$ cat config.mk
export PLATFORM = sky130hd
export DESIGN_NAME = pec_streamer_sink_pack_flat
export DESIGN_NICKNAME = d
export VERILOG_FILES = /design/src/rtl/pec_streamer_sink_pack_if.sv /design/src/rtl/pec_streamer_sink_pack.sv /design/src/flat_wrapper.sv
export SDC_FILE = /design/constraint.sdc
export NUM_CORES = 2
export LEC_CHECK = 0
export BUFFER_PORTS_ARGS = -buffer_cell sky130_fd_sc_hd__buf_2
export CAP_MARGIN = 25
export CORE_AREA = 2 2 269 271
export CTS_CLUSTER_DIAMETER = 200
export DETAILED_ROUTE_END_ITERATION = 10
export DIE_AREA = 0 0 271 273
export GPL_TIMING_DRIVEN = 0
export PLACE_DENSITY_LB_ADDON = 0.2
export SLEW_MARGIN = 20
export SYNTH_ARGS = -nofsm -noshare
export SYNTH_HDL_FRONTEND = slang
export SYNTH_SLANG_ARGS = --single-unit
$ cat constraint.sdc
create_clock -name clk -period 15.2 [get_ports clk]
set_clock_uncertainty 0.2 [all_clocks]
set_input_delay 3.04 -clock clk [delete_from_list [all_inputs] [get_ports clk]]
set_output_delay 3.04 -clock clk [all_outputs]
set_load 0.1 [all_outputs]
$ cat src/rtl/pec_streamer_sink_pack_if.sv
// Handshake bundle between the PEC controller/datapath and the output sink:
// job configuration, element capture, TCDM transfer request and packed stream.
interface pec_streamer_sink_pack_if #(
  parameter int NCH   = 16,
  parameter int DW    = 16,
  parameter int BW    = 32,
  parameter int CNT_W = 16
);
  logic              clear;
  logic              start;
  logic [31:0]       cfg_base;
  logic [7:0]        cfg_ch;
  logic [CNT_W-1:0]  cfg_row_len;
  logic [CNT_W-1:0]  cfg_total;
  logic [31:0]       cfg_stride;
  logic              cfg_mode;
  logic              pix_valid;
  logic              pix_ready;
  logic [NCH*DW-1:0] pix;
  logic              req_ready;
  logic              req_start;
  logic [31:0]       req_addr;
  logic [15:0]       req_words;
  logic              out_valid;
  logic              out_ready;
  logic [BW-1:0]     out_data;
  logic [BW/8-1:0]   out_strb;
  logic              busy;
  logic              done;

  modport master (
    output clear, start, cfg_base, cfg_ch, cfg_row_len, cfg_total, cfg_stride, cfg_mode,
    output pix_valid, pix, req_ready, out_ready,
    input  pix_ready, req_start, req_addr, req_words, out_valid, out_data, out_strb, busy, done
  );

  modport slave (
    input  clear, start, cfg_base, cfg_ch, cfg_row_len, cfg_total, cfg_stride, cfg_mode,
    input  pix_valid, pix, req_ready, out_ready,
    output pix_ready, req_start, req_addr, req_words, out_valid, out_data, out_strb, busy, done
  );
endinterface

$ cat src/rtl/pec_streamer_sink_pack.sv
// PEC output sink: captures NCH-channel result elements into an NBUF-slot ring and
// streams each one as BW-bit packed words behind a per-element TCDM transfer request.
module pec_streamer_sink_pack #(
  parameter int NCH   = 16,
  parameter int DW    = 16,
  parameter int BW    = 32,
  parameter int NBUF  = 2,
  parameter int CNT_W = 16
) (
  input logic                     clk,
  input logic                     rst_n,
  pec_streamer_sink_pack_if.slave bus
);

  localparam int L16 = BW / 16;
  localparam int L8  = BW / 8;
  localparam int WB  = BW / 8;
  localparam int PW  = (NBUF > 1) ? $clog2(NBUF) : 1;
  localparam logic signed [DW-1:0] SAT_HI = DW'(127);
  localparam logic signed [DW-1:0] SAT_LO = DW'(-128);

  typedef enum logic {J_IDLE, J_RUN} job_e;
  typedef enum logic [1:0] {S_IDLE, S_REQ, S_STREAM} st_e;

  job_e              job_q;
  st_e               st_q;
  logic [31:0]       stride_q, row_base_q, col_off_q, elem_bytes_q;
  logic [CNT_W-1:0]  row_len_q, total_q, col_q, captured_q, stored_q;
  logic              mode_q;
  logic [15:0]       ch_q, words_q, k_q;
  logic [PW-1:0]     wr_ptr_q, rd_ptr_q, rd_nxt;
  logic [NBUF-1:0]   full_q;
  logic [NCH*DW-1:0] buf_q [NBUF];

  logic [31:0]       req_addr_q;
  logic [15:0]       req_words_q;
  logic              out_valid_q, done_q;
  logic [BW-1:0]     out_data_q;
  logic [WB-1:0]     out_strb_q;

  function automatic logic signed [7:0] sat8(input logic signed [DW-1:0] v);
    if (v > SAT_HI) return 8'sh7F;
    if (v < SAT_LO) return -8'sd128;
    return 8'(v);
  endfunction

  function automatic logic signed [15:0] lane16(input logic signed [DW-1:0] v);
    return 16'(v);
  endfunction

  function automatic logic [PW-1:0] ptr_inc(input logic [PW-1:0] p);
    if (p == PW'(NBUF - 1)) return '0;
    return p + PW'(1);
  endfunction

  // Effective channel count and words per element, evaluated on the start cycle
  logic [15:0] start_ch, start_words;
  always_comb begin
    start_ch = 16'(bus.cfg_ch);
    if (bus.cfg_ch == 8'd0)
      start_ch = 16'd1;
    else if (int'(bus.cfg_ch) > NCH)
      start_ch = 16'(NCH);
    if (bus.cfg_mode)
      start_words = 16'((int'(start_ch) + L8 - 1) / L8);
    else
      start_words = 16'((int'(start_ch) + L16 - 1) / L16);
  end

  logic pix_ready, pix_acc, last_acc;
  assign pix_ready = (job_q == J_RUN) && !full_q[wr_ptr_q] && (captured_q < total_q);
  assign pix_acc   = bus.pix_valid && pix_ready;
  assign last_acc  = (st_q == S_STREAM) && out_valid_q && bus.out_ready &&
                     (k_q == words_q - 16'd1);
  assign rd_nxt    = ptr_inc(rd_ptr_q);

  // Word about to be loaded into the output register: word 0 on request, else k+1
  logic [15:0]       pk;
  logic [NCH*DW-1:0] rd_slot;
  logic [BW-1:0]     pk_data;
  logic [WB-1:0]     pk_strb;
  always_comb begin
    pk      = (st_q == S_STREAM) ? k_q + 16'd1 : 16'd0;
    rd_slot = buf_q[rd_ptr_q];
    pk_data = '0;
    pk_strb = '0;
    if (mode_q) begin
      for (int j = 0; j < L8; j++) begin
        if (int'(pk) * L8 + j < int'(ch_q)) begin
          pk_data[j*8 +: 8] = sat8(rd_slot[(int'(pk) * L8 + j) * DW +: DW]);
          pk_strb[j]        = 1'b1;
        end
      end
    end else begin
      for (int j = 0; j < L16; j++) begin
        if (int'(pk) * L16 + j < int'(ch_q)) begin
          pk_data[j*16 +: 16] = lane16(rd_slot[(int'(pk) * L16 + j) * DW +: DW]);
          pk_strb[j*2 +: 2]   = 2'b11;
        end
      end
    end
  end

  always_ff @(posedge clk) begin
    if (pix_acc) buf_q[wr_ptr_q] <= bus.pix;
  end

  always_ff @(posedge clk or negedge rst_n) begin
    if (!rst_n) begin
      job_q        <= J_IDLE;
      st_q         <= S_IDLE;
      stride_q     <= '0;
      row_base_q   <= '0;
      col_off_q    <= '0;
      elem_bytes_q <= '0;
      row_len_q    <= '0;
      total_q      <= '0;
      col_q        <= '0;
      captured_q   <= '0;
      stored_q     <= '0;
      mode_q       <= 1'b0;
      ch_q         <= '0;
      words_q      <= '0;
      k_q          <= '0;
      wr_ptr_q     <= '0;
      rd_ptr_q     <= '0;
      full_q       <= '0;
      req_addr_q   <= '0;
      req_words_q  <= '0;
      out_valid_q  <= 1'b0;
      out_data_q   <= '0;
      out_strb_q   <= '0;
      done_q       <= 1'b0;
    end else if (bus.clear) begin
      job_q        <= J_IDLE;
      st_q         <= S_IDLE;
      stride_q     <= '0;
      row_base_q   <= '0;
      col_off_q    <= '0;
      elem_bytes_q <= '0;
      row_len_q    <= '0;
      total_q      <= '0;
      col_q        <= '0;
      captured_q   <= '0;
      stored_q     <= '0;
      mode_q       <= 1'b0;
      ch_q         <= '0;
      words_q      <= '0;
      k_q          <= '0;
      wr_ptr_q     <= '0;
      rd_ptr_q     <= '0;
      full_q       <= '0;
      req_addr_q   <= '0;
      req_words_q  <= '0;
      out_valid_q  <= 1'b0;
      out_data_q   <= '0;
      out_strb_q   <= '0;
      done_q       <= 1'b0;
    end else begin
      done_q <= 1'b0;

      // Job control: an empty job completes without ever entering RUN
      case (job_q)
        J_IDLE: begin
          if (bus.start) begin
            stride_q     <= bus.cfg_stride;
            row_base_q   <= bus.cfg_base;
            col_off_q    <= '0;
            col_q        <= '0;
            elem_bytes_q <= 32'(start_words) * 32'(WB);
            row_len_q    <= (bus.cfg_row_len == '0) ? CNT_W'(1) : bus.cfg_row_len;
            total_q      <= bus.cfg_total;
            mode_q       <= bus.cfg_mode;
            ch_q         <= start_ch;
            words_q      <= start_words;
            captured_q   <= '0;
            stored_q     <= '0;
            if (bus.cfg_total == '0) done_q <= 1'b1;
            else                     job_q  <= J_RUN;
          end
        end
        default: begin
          if (last_acc && (stored_q + CNT_W'(1) == total_q)) begin
            job_q  <= J_IDLE;
            done_q <= 1'b1;
          end
        end
      endcase

      if (pix_acc) begin
        full_q[wr_ptr_q] <= 1'b1;
        wr_ptr_q         <= ptr_inc(wr_ptr_q);
        captured_q       <= captured_q + CNT_W'(1);
      end

      // Store side: request, then stream the slot; address counters step per request
      case (st_q)
        S_IDLE: begin
          if (full_q[rd_ptr_q]) begin
            st_q        <= S_REQ;
            req_addr_q  <= row_base_q + col_off_q;
            req_words_q <= words_q;
          end
        end
        S_REQ: begin
          if (bus.req_ready) begin
            st_q        <= S_STREAM;
            k_q         <= '0;
            out_valid_q <= 1'b1;
            out_data_q  <= pk_data;
            out_strb_q  <= pk_strb;
            if (col_q + CNT_W'(1) >= row_len_q) begin
              col_q      <= '0;
              col_off_q  <= '0;
              row_base_q <= row_base_q + stride_q;
            end else begin
              col_q     <= col_q + CNT_W'(1);
              col_off_q <= col_off_q + elem_bytes_q;
            end
          end
        end
        default: begin
          if (out_valid_q && bus.out_ready) begin
            if (last_acc) begin
              full_q[rd_ptr_q] <= 1'b0;
              rd_ptr_q         <= rd_nxt;
              stored_q         <= stored_q + CNT_W'(1);
              out_valid_q      <= 1'b0;
              if ((NBUF > 1) && full_q[rd_nxt]) begin
                st_q        <= S_REQ;
                req_addr_q  <= row_base_q + col_off_q;
                req_words_q <= words_q;
              end else begin
                st_q <= S_IDLE;
              end
            end else begin
              k_q        <= k_q + 16'd1;
              out_data_q <= pk_data;
              out_strb_q <= pk_strb;
            end
          end
        end
      endcase
    end
  end

  assign bus.pix_ready = pix_ready;
  assign bus.req_start = (st_q == S_REQ) && bus.req_ready;
  assign bus.req_addr  = req_addr_q;
  assign bus.req_words = req_words_q;
  assign bus.out_valid = out_valid_q;
  assign bus.out_data  = out_data_q;
  assign bus.out_strb  = out_strb_q;
  assign bus.busy      = (job_q == J_RUN);
  assign bus.done      = done_q;

endmodule

$ cat src/flat_wrapper.sv
// flat-port wrapper written by rule: the top's interface ports become plain ports
module pec_streamer_sink_pack_flat 
#(
  parameter int NCH   = 16,
  parameter int DW    = 16,
  parameter int BW    = 32,
  parameter int NBUF  = 2,
  parameter int CNT_W = 16
)
  (clk, rst_n, bus_clear, bus_start, bus_cfg_base, bus_cfg_ch, bus_cfg_row_len, bus_cfg_total, bus_cfg_stride, bus_cfg_mode, bus_pix_valid, bus_pix, bus_req_ready, bus_out_ready, bus_pix_ready, bus_req_start, bus_req_addr, bus_req_words, bus_out_valid, bus_out_data, bus_out_strb, bus_busy, bus_done);
  pec_streamer_sink_pack_if #(.NCH(NCH), .DW(DW), .BW(BW), .CNT_W(CNT_W)) bus_i ();
  input logic clk;
  input logic rst_n;
  input wire logic [$bits(bus_i.clear)-1:0] bus_clear;
  input wire logic [$bits(bus_i.start)-1:0] bus_start;
  input wire logic [$bits(bus_i.cfg_base)-1:0] bus_cfg_base;
  input wire logic [$bits(bus_i.cfg_ch)-1:0] bus_cfg_ch;
  input wire logic [$bits(bus_i.cfg_row_len)-1:0] bus_cfg_row_len;
  input wire logic [$bits(bus_i.cfg_total)-1:0] bus_cfg_total;
  input wire logic [$bits(bus_i.cfg_stride)-1:0] bus_cfg_stride;
  input wire logic [$bits(bus_i.cfg_mode)-1:0] bus_cfg_mode;
  input wire logic [$bits(bus_i.pix_valid)-1:0] bus_pix_valid;
  input wire logic [$bits(bus_i.pix)-1:0] bus_pix;
  input wire logic [$bits(bus_i.req_ready)-1:0] bus_req_ready;
  input wire logic [$bits(bus_i.out_ready)-1:0] bus_out_ready;
  output wire logic [$bits(bus_i.pix_ready)-1:0] bus_pix_ready;
  output wire logic [$bits(bus_i.req_start)-1:0] bus_req_start;
  output wire logic [$bits(bus_i.req_addr)-1:0] bus_req_addr;
  output wire logic [$bits(bus_i.req_words)-1:0] bus_req_words;
  output wire logic [$bits(bus_i.out_valid)-1:0] bus_out_valid;
  output wire logic [$bits(bus_i.out_data)-1:0] bus_out_data;
  output wire logic [$bits(bus_i.out_strb)-1:0] bus_out_strb;
  output wire logic [$bits(bus_i.busy)-1:0] bus_busy;
  output wire logic [$bits(bus_i.done)-1:0] bus_done;
  assign bus_i.clear = bus_clear;
  assign bus_i.start = bus_start;
  assign bus_i.cfg_base = bus_cfg_base;
  assign bus_i.cfg_ch = bus_cfg_ch;
  assign bus_i.cfg_row_len = bus_cfg_row_len;
  assign bus_i.cfg_total = bus_cfg_total;
  assign bus_i.cfg_stride = bus_cfg_stride;
  assign bus_i.cfg_mode = bus_cfg_mode;
  assign bus_i.pix_valid = bus_pix_valid;
  assign bus_i.pix = bus_pix;
  assign bus_i.req_ready = bus_req_ready;
  assign bus_i.out_ready = bus_out_ready;
  assign bus_pix_ready = bus_i.pix_ready;
  assign bus_req_start = bus_i.req_start;
  assign bus_req_addr = bus_i.req_addr;
  assign bus_req_words = bus_i.req_words;
  assign bus_out_valid = bus_i.out_valid;
  assign bus_out_data = bus_i.out_data;
  assign bus_out_strb = bus_i.out_strb;
  assign bus_busy = bus_i.busy;
  assign bus_done = bus_i.done;
  pec_streamer_sink_pack #(.NCH(NCH), .DW(DW), .BW(BW), .NBUF(NBUF), .CNT_W(CNT_W)) u_core (.clk(clk), .rst_n(rst_n), .bus(bus_i));
endmodule
==> impl_metrics.py <==
metrics = {
    "worst_setup_path": {
        "path_cells": "ha_1 -> buf_1 -> nand2_1 -> inv_1 -> buf_2 -> buf_2 -> clkbuf_1 -> clkbuf_1 -> buf_2 -> buf_1 -> ha_1 -> a21o_1 -> a21oi_1 -> o21ai_0 -> maj3_1 -> a211oi_1 -> a31oi_1 -> nor3_2 -> a32o_1",
        "crit_slowest_cell": "nor3_2",
        "r2r.worst_path.cells": 19,
        "cp_common_cell": "buf_2",
        "critPathMaxStageDelay_ps": 700,
        "required_ps": 15590,
        "crit_arrival_ps": 8030,
        "crit_type": "reg -> reg",
        "critPathLaunchType": "register",
        "worstPathMaxFanout": 11,
        "worst_setup_path_end_kind": "register",
        "r2r-start": "u_core.k_q[1]",
        "reg2reg_to": "u_core.bus.out_data[29]",
        "rrSetupSlack_ps": 7550,
    },
    "min_path": {
        "min_path_cells": 1,
        "hp-start": "u_core.bus.out_strb[3]",
        "hp-class": "reg -> reg",
        "hold_path_end": "u_core.bus.out_strb[3]",
    },
    "synth": {
        "synth_top_area_share_pct": 36.3,
        "yosys_warnings": 0,
        "syn_avg_cell_area_um2": 12.6,
        "synth_most_common_cell": "edfxtp_1",
        "ys_top_cells_by_count": "512 x edfxtp_1, 426 x nand2_1, 294 x dfrtp_1, 254 x mux4_2, 227 x a21oi_1",
        "synth-seq-cells": 806,
        "synth_area_leaders": "edfxtp_1 36%, dfrtp_1 17%, mux4_2 14%, nand2_1 3.8%, ha_1 3.6%",
        "synth_edf_count": 512,
        "synth_ff_type": "edfxtp_1",
        "yosysUniqueCellTypes": 82,
        "async_reset_ff_share_pct": 36.5,
        "ys_seq_area_share_pct": 53.7,
        "syn_inst": 3360,
        "syn-cell-area_um2": 42300,
        "yosys.area.top_type": "edfxtp_1",
    },
    "clocking": {
        "postCtsSetupRepairBufs": 0,
        "htree_num_levels": 3,
        "clk_latency_ps": 660,
        "max-clock-path-buffers": 3,
        "clkTransAtPathRegs_ps": 60,
        "cts_sinks": 806,
        "post_cts_resized": 0,
        "root_buffer": "clkbuf_16",
        "cts-buffers-inserted": 85,
        "cts_hold_buf": 0,
        "cts_tree": "yes",
    },
    "placement": {
        "dp_hpwl_um": 95000,
        "routabilityCongestion": 0.977,
        "port_buffers": 447,
    },
    "routing": {
        "vias": 32300,
        "drc": 0,
        "drt_pass1_iterations": 5,
        "wirelength_um": 129000,
        "via_per_inst": 6.51,
        "post_drt_wl_per_cell_um": 26.1,
        "drt_iter0_markers": 3697,
        "ant_nets": 0,
    },
    "sta": {
        "rsz0062_at_grt": "false",
        "slew_headroom_pct": 23.7,
        "max_freq_mhz": 131,
        "max_slew.worst_pin.slew_ps": 1150,
        "hold_viol": 0,
        "final-setup-viol-count": 0,
        "tns_ps": 0,
        "hold_ws_ps": 276,
        "fin_crit_ps": 7650,
        "post-route-period-util_pct": 50.3,
        "drv_slew": 0,
    },
    "final_layout": {
        "nFillCells": 5090,
        "nNetsFinal": 4405,
        "drive_above_1_share_pct": 23.1,
        "syn_to_final_growth_pct": 15.7,
    },
    "global_routing": {
        "grt_max_degree": 97,
        "grtUsageMet2_pct": 56.8,
        "grt_use_met3_pct": 7.62,
        "grt_use_met1_pct": 42.7,
        "grt_pass1_wl_um": 191000,
        "gr-total-overflow": 0,
        "grt_usage_pct": 34.6,
        "antenna_found_initial": 34,
        "grt_busiest_layer": "met2",
        "grt_pass1_vias": 31900,
    },
    "die": {
        "fp-row-count": 98,
        "core_um2": 71000,
        "die_y_um": 273,
        "start_util_pct": 59.6,
        "fp.dieArea_um2": 74000,
        "die_w_um": 271,
        "ioPinCount": 457,
    },
    "power_and_ir_drop": {
        "p_leak_nw": 19.6,
        "vdd_ir_drop_max_v": 0.000119,
        "p_total_mw": 5.08,
        "p_per_area_nw_per_um2": 104,
    },
    "run": {
        "cap_violations": 0,
    },
    "outcome": {
        "status": "finished clean",
    },
}
## power by group
part | total (mW) | switching (mW) | internal (mW)
Sequential | 2.46 | 0.0447 | 2.41
Clock | 2.10 | 0.908 | 1.19
Combinational | 0.520 | 0.338 | 0.182
## area by class of cell
class,instances,area (µm²),area share [%]
antenna,27,67.6,0.138
buffer,207,893,1.83
clock buffer,115,2330,4.76
clock inverter,41,475,0.971
inverter,84,330,0.675
multi-input combinational,2270,18400,37.6
sequential,806,22700,46.4
tap,950,1190,2.43
timing repair buffer,458,2510,5.13
## worst max-delay path, delay by kind of cell (launching register included)
kind            cells  cell delay, ps
buf+inv             8            3830
compound gates      6            1150
simple gates        2             860
fa+ha+maj           3            1060
flops               1             460
## placed cells by master (no fill, tap or decap), drive strengths merged, types with 85 or more instances in the layout
master    n
ha      122
inv      85
nor2    183
a21oi   227
mux2i    94
dfrtp   294
mux4    254
clkbuf  246
nand2   426
edfxtp  512
buf     534
o21ai   163
## layer usage
layer / share of wire (%) / up-vias
met2: 48 / 1839
met4: 6.6 / 22
met5: 0.12 / -
li1: - / 14100
met1: 36 / 15900
met3: 9.5 / 425
## state kept, by name, summed over array words and instances, names as in the netlist, 16 cells and up
name	count
u_core.bus.out_data	32
u_core.k_q	16
u_core.stride_q	32
u_core.captured_q	16
u_core.buf_q	512
u_core.row_len_q	16
u_core.stored_q	16
u_core.col_off_q	32
u_core.col_q	16
u_core.bus.req_addr	32
u_core.row_base_q	32
u_core.total_q	16
## worst max-delay path by stage
stage                       start                 endpoint  cells after the start
global route        u_core.k_q[1]  u_core.bus.out_data[22]                     19
CTS                 u_core.k_q[1]  u_core.bus.out_data[29]                     19
global placement    bus_pix_valid      u_core.buf_q[0][61]                      3
detailed placement  u_core.k_q[1]  u_core.bus.out_data[29]                     19
finish              u_core.k_q[1]  u_core.bus.out_data[29]                     19
floorplan           bus_pix_valid       u_core.buf_q[1][0]                      2
## per-stage QoR
step           util [%]  worst slack [ps]  area (µm²)  cells
6_report           68.9              7550       48900   4958
3_5_place_dp       64.9              7740       46100   4775
3_3_place_gp       64.5              3120       45800   4764
2_1_floorplan         -              6300       42300   3367
5_1_grt            68.9              7390       48900   4944
4_1_cts            68.8              7680       48900   4931
## cells by family after synthesis
family / share of synthesized area (%)
other: 0.00886
muxes: 15.8
AOI/OAI and AO/OA: 11.3
and+or+nand+nor: 9.95
xor gates and xnor gates: 2.48
buffers and inverters: 2.86
adders and majority gates: 3.82
DFF: 53.7
(Power assumes the default switching activity.)
